File: config.mk
export PLATFORM = sky130hd
export DESIGN_NAME = a3_tpgen
export DESIGN_NICKNAME = d
export VERILOG_FILES = /design/src/rtl/a3_tpgen.sv
export SDC_FILE = /design/constraint.sdc
export NUM_CORES = 1
export LEC_CHECK = 0
export CAP_MARGIN = 20
export CELL_PAD_IN_SITES_DETAIL_PLACEMENT = 2
export CELL_PAD_IN_SITES_GLOBAL_PLACEMENT = 2
export CORE_MARGIN = 2
export CORE_UTILIZATION = 33
export DETAILED_ROUTE_END_ITERATION = 7
export PLACE_DENSITY = 0.89
export SYNTH_ARGS = -nofsm -noshare
export SYNTH_HDL_FRONTEND = slang
export SYNTH_SLANG_ARGS = --single-unit
File: constraint.sdc
create_clock -name SIM_CLK -period 2.23 [get_ports SIM_CLK]
set_input_delay 0.3345 -clock SIM_CLK [delete_from_list [all_inputs] [get_ports SIM_CLK]]
set_output_delay 0.3345 -clock SIM_CLK [all_outputs]
set_load 0.01 [all_outputs]
File: src/rtl/a3_tpgen.sv
// Time-pulse generator: synchronizes the odd/even timer strobes, turns their edges into ticks,
// and steps a ZERO/T01..T12/HALT sequencer that drives a one-hot TP bus and a memory-cycle count.
module a3_tpgen #(
    parameter bit STOP_AT_T12 = 1'b1
) (
    input  logic        SIM_CLK,
    input  logic        SIM_RST,
    input  logic        ODDSET_,
    input  logic        EVNSET,
    input  logic        STOP,
    input  logic        GOJAM,
    output logic [11:0] TP,
    output logic        TPZERO,
    output logic        STOPPED,
    output logic        MCTEND,
    output logic [15:0] MCTCNT
);

    typedef enum logic [3:0] {
        StZero = 4'd0,
        StT01  = 4'd1,
        StT02  = 4'd2,
        StT03  = 4'd3,
        StT04  = 4'd4,
        StT05  = 4'd5,
        StT06  = 4'd6,
        StT07  = 4'd7,
        StT08  = 4'd8,
        StT09  = 4'd9,
        StT10  = 4'd10,
        StT11  = 4'd11,
        StT12  = 4'd12,
        StHalt = 4'd13
    } state_e;

    state_e      state_q, state_d;
    logic        odd_s1_q, odd_s2_q, odd_prev_q;
    logic        evn_s1_q, evn_s2_q, evn_prev_q;
    logic [1:0]  arm_cnt_q;
    logic        armed;
    logic        tick;
    logic [11:0] tp_q, tp_d;
    logic        mct_end_q, mct_end_d;
    logic [15:0] mct_cnt_q;

    // Two-flop synchronizers plus previous-value registers for edge detection. The arm counter
    // keeps edge detection off until prev has caught up with the synchronized level, so a strobe
    // level already present when reset drops is not mistaken for an edge.
    always_ff @(posedge SIM_CLK or posedge SIM_RST) begin
        if (SIM_RST) begin
            odd_s1_q   <= 1'b1;
            odd_s2_q   <= 1'b1;
            odd_prev_q <= 1'b1;
            evn_s1_q   <= 1'b0;
            evn_s2_q   <= 1'b0;
            evn_prev_q <= 1'b0;
            arm_cnt_q  <= 2'd0;
        end else begin
            odd_s1_q   <= ODDSET_;
            odd_s2_q   <= odd_s1_q;
            odd_prev_q <= odd_s2_q;
            evn_s1_q   <= EVNSET;
            evn_s2_q   <= evn_s1_q;
            evn_prev_q <= evn_s2_q;
            if (arm_cnt_q != 2'd3) begin
                arm_cnt_q <= arm_cnt_q + 2'd1;
            end
        end
    end

    assign armed = (arm_cnt_q == 2'd3);
    // OR of the two edges: coincident odd and even edges still make a single tick.
    assign tick  = armed & ((odd_prev_q & ~odd_s2_q) | (evn_s2_q & ~evn_prev_q));

    // Next-state, cycle-end pulse and one-hot TP decode of the next state.
    always_comb begin
        state_d   = state_q;
        mct_end_d = 1'b0;
        if (GOJAM) begin
            state_d = StZero;
        end else if (tick) begin
            case (state_q)
                StZero: state_d = StT01;
                StT12: begin
                    state_d   = STOP ? StHalt : StT01;
                    mct_end_d = 1'b1;
                end
                StHalt: state_d = STOP ? StHalt : StT01;
                StT01, StT02, StT03, StT04, StT05, StT06,
                StT07, StT08, StT09, StT10, StT11: begin
                    if (STOP && !STOP_AT_T12) begin
                        state_d = StHalt;
                    end else begin
                        state_d = state_e'(state_q + 4'd1);
                    end
                end
                default: state_d = StZero;
            endcase
        end
        tp_d = '0;
        for (int i = 0; i < 12; i++) begin
            tp_d[i] = (state_d == state_e'(4'(i + 1)));
        end
    end

    // State, TP, cycle-end pulse and memory-cycle counter registers.
    always_ff @(posedge SIM_CLK or posedge SIM_RST) begin
        if (SIM_RST) begin
            state_q   <= StZero;
            tp_q      <= '0;
            mct_end_q <= 1'b0;
            mct_cnt_q <= '0;
        end else begin
            state_q   <= state_d;
            tp_q      <= tp_d;
            mct_end_q <= mct_end_d;
            if (mct_end_d) begin
                mct_cnt_q <= mct_cnt_q + 16'd1;
            end
        end
    end

    assign TP      = tp_q;
    assign TPZERO  = (state_q == StZero);
    assign STOPPED = (state_q == StHalt);
    assign MCTEND  = mct_end_q;
    assign MCTCNT  = mct_cnt_q;

endmodule

**Word level (Yosys, flattened, before mapping)**

Cells that the tools add are included.

- Memories: 0
- Bits in registers: 41
- Word-level logic and storage cells: 57
- Latch bits: 0
- Memory bits (writable): 0
- Output and inout bits: 31
- Input port bits: 6
- ROM bits: 0

- Multipliers: 0
- Shift-type cells: 0
- Bitwise gates (word level): 6
- Muxes and demuxes: 7
- Magnitude comparators: 0
- Div/mod/pow operators: 0
- Reductions and logical operators: 3
- Add/subtract/negate cells: 3
- Equal/unequal tests: 27

Operators by type and width:

| kind | count |
|---|---|
| $eq 4x4->1 const B | 11 |
| $eq 4x3->1 const B | 8 |
| $add 16x1->16 const B | 1 |
| $eq 4x2->1 const B | 4 |
| $mux 4 | 3 |
| $pmux 4 s3 | 1 |
| $reduce_or 11->1 | 1 |
| $eq 4x1->1 const B | 2 |
| $add 4x1->4 const B | 1 |
| $logic_not 4->1 | 1 |
| $and 1x1->1 | 3 |
| $mux 1 | 3 |
| $add 2x1->2 const B | 1 |
| $eq 2x2->1 const B | 1 |
| $ne 2x2->1 const B | 1 |
| $not 1->1 | 2 |
| $reduce_or 2->1 | 1 |
| $or 1x1->1 | 1 |

**Logic depth before layout (Yosys ltp)**

- Depth after elaboration: 7
- Mapped depth: 9
- Mapped depth without buffers: 8

**Least setup slack after synthesis**

Ideal clock, no wire load.

- Path kind: reg2reg
- Start: register state_q[0]
- End: register tp_q[0], in the netlist TP[0]
- Data arrival time: 1.974 ns
- Period minus slack after synthesis: 2.075 ns
- Setup time: 0.101 ns
- Path slack: 0.155 ns
- Required time: 2.129 ns
- Buffers on the path: 1
- Stages on the path, launching flop included: 8
- Path through: dfrtp_1 > inv_1 > ha_1 > nor3b_1 > nor4_1 > or3_1 > buf_6 > nor4_1

- Elaborated cells on any way between the ends: 21
- Classes of those cells: 1 x add/sub; 14 x eq/ne; 3 x mux; 3 x reduce/logical

RTL lines:

| element | line | RTL |
|---|---|---|
| start, declared | 36 | `state_e state_q, state_d;` |
| start signal, assigned | 109 | `state_q <= StZero;` |
| start signal, assigned | 114 | `state_q <= state_d;` |
| $logic_not 4->1 | - |  |
| named net TPZERO | 13 | `output logic TPZERO,` |
| $pmux 4 s3 | 82 | `case (state_q)` |
| $mux 4 | 81 | `end else if (tick) begin` |
| $mux 4 | 79 | `if (GOJAM) begin` |
| $eq 4x1->1 | 102 | `tp_d[i] = (state_d == state_e'(4'(i + 1)));` |
| named net tp_d[0] | 42 | `logic [11:0] tp_q, tp_d;` |
| end signal, assigned | 115 | `tp_q <= tp_d;` |
| end, declared | 42 |  |

The timed path passes the listed nets, and every way through them passes these cells.
A chain may end at the register's enable or synchronous reset.

**Final worst setup path**

- Start: register state_q[0]
- End: register tp_q[5], in the netlist TP[5]

- Longest elaborated chain between the ends: 6
- Elaborated cells on any way between the ends: 21
- Classes of those cells: 1 x add/sub; 14 x eq/ne; 3 x mux; 3 x reduce/logical

Ends and longest elaborated chain:

| element | line |
|---|---|
| $eq 4x1->1 (tied with other cells) | 82 |
| $reduce_or 11->1 or $reduce_or 2->1 (tied branches) | - |
| $pmux 4 s3 * | 82 |
| $mux 4 * | 81 |
| $mux 4 * | 79 |
| named net state_d[3] | 36 |
| $eq 4x3->1 * | 102 |
| named net tp_d[5] | 42 |

Mark *: on every way through the listed nets, which the timed path passes. The rest lies on a longest branch.

==> reports/results.ini <==
[clock_network]
clk_latency_ns=0.29
clk_pin_slew_worst_paths_ns=0.08
cts_root_buffer=clkbuf_8
postCtsHoldBufs=0
clock-sinks=41
numCtsBuffers=5
cts_tree=yes
cts_max_path_buffers=2
htree_levels=2

[setup_path]
slowest_stage=dfrtp_2
critPathLaunchType=register
timing.rr.start=state_q[0]
worstPathRequired_ns=2.43
crit_chain=inv_2 -> ha_2 -> nor4_4 -> o221ai_1 -> a32o_1 -> or2_1 -> nor3_1
cp_slowest_stage_delay_ns=0.45
path_class=register to register
path_max_fanout=4
r2r-end=TP[5]
arrival_ns=2.40
rr_worst_depth=7
r2r_slack_ns=0.03
end_kind=register

[finish]
final_util=0.483
nets=215
fillCellCount=506
drive_gt1_frac=0.245
syn_to_final_growth_pct=39.1
antennaDiodeCount=0
fin_cells=274

[logic_synthesis]
ys_seq_area_frac=0.573
yosys-top-cells-area=dfrtp_1 (53%), xnor2_1 (5.8%), dfstp_2 (4.4%), ha_1 (4.2%), nor3_1 (2.2%)
synth_top_cell_by_area=dfrtp_1
avgSynthCellArea_sq_um=11.8
syn-cell-area_sq_um=1800
ys_types=41
syn-num-nets=164
synth_cells=152
synthArstFlopShare=1.00
yosysMostFrequentCell=dfrtp_1
synth_top_area_frac=0.529
synth-seq-cells=41
synth_edf_count=0
yosysWarningCount=0
synth_common_cells=dfrtp_1 (38), xnor2_1 (12), inv_1 (8), nor2_1 (8), nor3_1 (8)
ys.flop_type=dfrtp_1

[floorplan]
die_x_um=77.8
die_h_um=77.8
start_util=0.347
num_rows=26
core_area_sq_um=5170
dieArea_sq_um=6050
ios=37

[detailed_routing]
vias=1369
drtPass1Iterations=4
ant_nets=0
routed_wl_mm=5.12
drc_errors=0
vias_per_cell=5.00
drtIter0Drc=69
detail_route.wl_per_cell_um=18.7

[place]
gp_congestion=0.845
dp.cells=258
port_buffers=36
dp_hpwl_mm=3.23
post-place-ws_ns=-0.0729

[status]
status=finished clean

[power]
power.density_nw_per_um2=556
internal_power_w=0.00103
switching_share=0.258
power_switching_w=0.000358
clockPowerShare=0.350
comb_power_share=0.097
ir_drop_mv=0.240
leakage_nw=1.10
seq_power_share=0.553

[global_routing]
grt_pass1_vias=1571
grtUsageTotal=0.181
antenna_found_initial=0
grt_pass1_wl_mm=8.49
grt_max_degree=42
grt_overflow=0

[min_path]
min_path_cells=0
hp-class=register to register
min_from=odd_s1_q
holdPathEnd=odd_s2_q

[sta]
setup_viol=0
fin_hold_ws_ns=0.359
finalCritPeriodShare=0.987
worst_slack_ns=0.0299
hold_violations=0
finalCriticalPeriod_ns=2.20
slew_viol_final=0
grt_setup_unrepaired=true
timing.slew.headroom=0.653
fmax_mhz=455
skew_ns=0.00322
worst_pin_slew_ns=0.520

[run]
cap_viol_max_count=0

-- area by class of cell --
cell class	count	area [sq um]	share of cell area
Inverter	9	36.3	0.0145
Sequential cell	41	1030	0.413
Multi-Input combinational cell	98	793	0.317
Tap cell	70	87.6	0.0350
Clock inverter	3	17.5	0.00701
Clock buffer	5	68.8	0.0275
Timing Repair Buffer	48	464	0.186
-- through the flow --
stage	TNS, ns	area, sq um	power, W
after floorplan	0	1800	0.000841
after global placement	0	2240	0.000880
after detailed placement	-0.328	2240	0.000886
after CTS	-0.0957	2410	0.00138
after global routing	-0.157	2500	0.00144
final	0	2500	0.00139
-- per-layer routing --
metal,share of wire,wire [um],GRT usage,vias up
li1,-,-,-,638
met1,0.44,2230,0.225,696
met2,0.52,2680,0.319,28
met3,0.031,158,0.0395,7
met4,0.0098,50,0.0429,0
met5,0,0,0,-
-- power by group through the flow --
| stage | logic, W | clock network [W] | registers (W) |
|---|---|---|---|
| final | 0.000135 | 0.000486 | 0.000768 |
| after global routing | 0.000147 | 0.000528 | 0.000770 |
| after CTS | 0.000117 | 0.000500 | 0.000767 |
| after detailed placement | 0.000106 | 0 | 0.000780 |
| after global placement | 0.000101 | 0 | 0.000779 |
| after floorplan | 0.0000622 | 0 | 0.000779 |
-- critical path: cells and delay by family (launching register included) --
family / cells / cell delay, ns
AOI/OAI and AO/OA: 2 / 0.50
adders and majority gates: 1 / 0.24
buffers and inverters: 1 / 0.10
DFF: 1 / 0.45
and+or+nand+nor: 3 / 0.81
-- layout by cell type (no fill, tap or decap), drive strengths merged, types with 2 or more instances in the layout --
cell type,count
clkbuf,5
nor4,5
mux2,2
o21ai,3
dfstp,3
nand3,7
nand2b,2
xnor2,12
a221oi,2
nor3,9
nor2,8
and3,6
and4,2
nand4,6
xor2,4
clkdlybuf4s50,34
and2b,3
dfrtp,38
inv,9
nand2,7
ha,6
buf,12
clkinv,2
-- sequential cells by signal (all words and copies together), names as in the netlist --
register / flops
evn_s2_q: 1
odd_prev_q: 1
evn_s1_q: 1
evn_prev_q: 1
state_q: 4
arm_cnt_q: 2
odd_s1_q: 1
TP: 12
MCTCNT: 16
MCTEND: 1
odd_s2_q: 1
-- cells by family (layout without fill, tap and decap cells) --
logic type	Yosys count	in the layout	share of synthesized area
flip-flops	41	41	0.573
XOR/XNOR	16	16	0.0780
AND/OR/NAND/NOR	59	59	0.185
buffers and inverters	13	65	0.0397
multiplexers	2	2	0.0125
adder cells (fa/ha/maj)	6	6	0.0418
AO/OA/AOI/OAI	15	15	0.0703
-- worst max-delay path by stage --
stage	from	endpoint	slack (ns)	depth (start not counted)
2_1_floorplan	state_q[0]	TP[0]	0.16	7
3_3_place_gp	state_q[0]	TP[3]	0.002	8
3_5_place_dp	state_q[0]	TP[4]	-0.07	7
4_1_cts	state_q[0]	TP[10]	-0.03	8
5_1_grt	state_q[0]	TP[4]	-0.04	7
6_report	state_q[0]	TP[5]	0.03	7
-- repair_timing --
| action | in CTS | in global routing |
|---|---|---|
| endpoints found under the setup margin | 16 | 25 |
| buffers inserted | 4 | 4 |
| pin swaps | 0 | 4 |
| resized for setup | 10 | 14 |
Note: power is estimated with default switching activity, not from simulation.
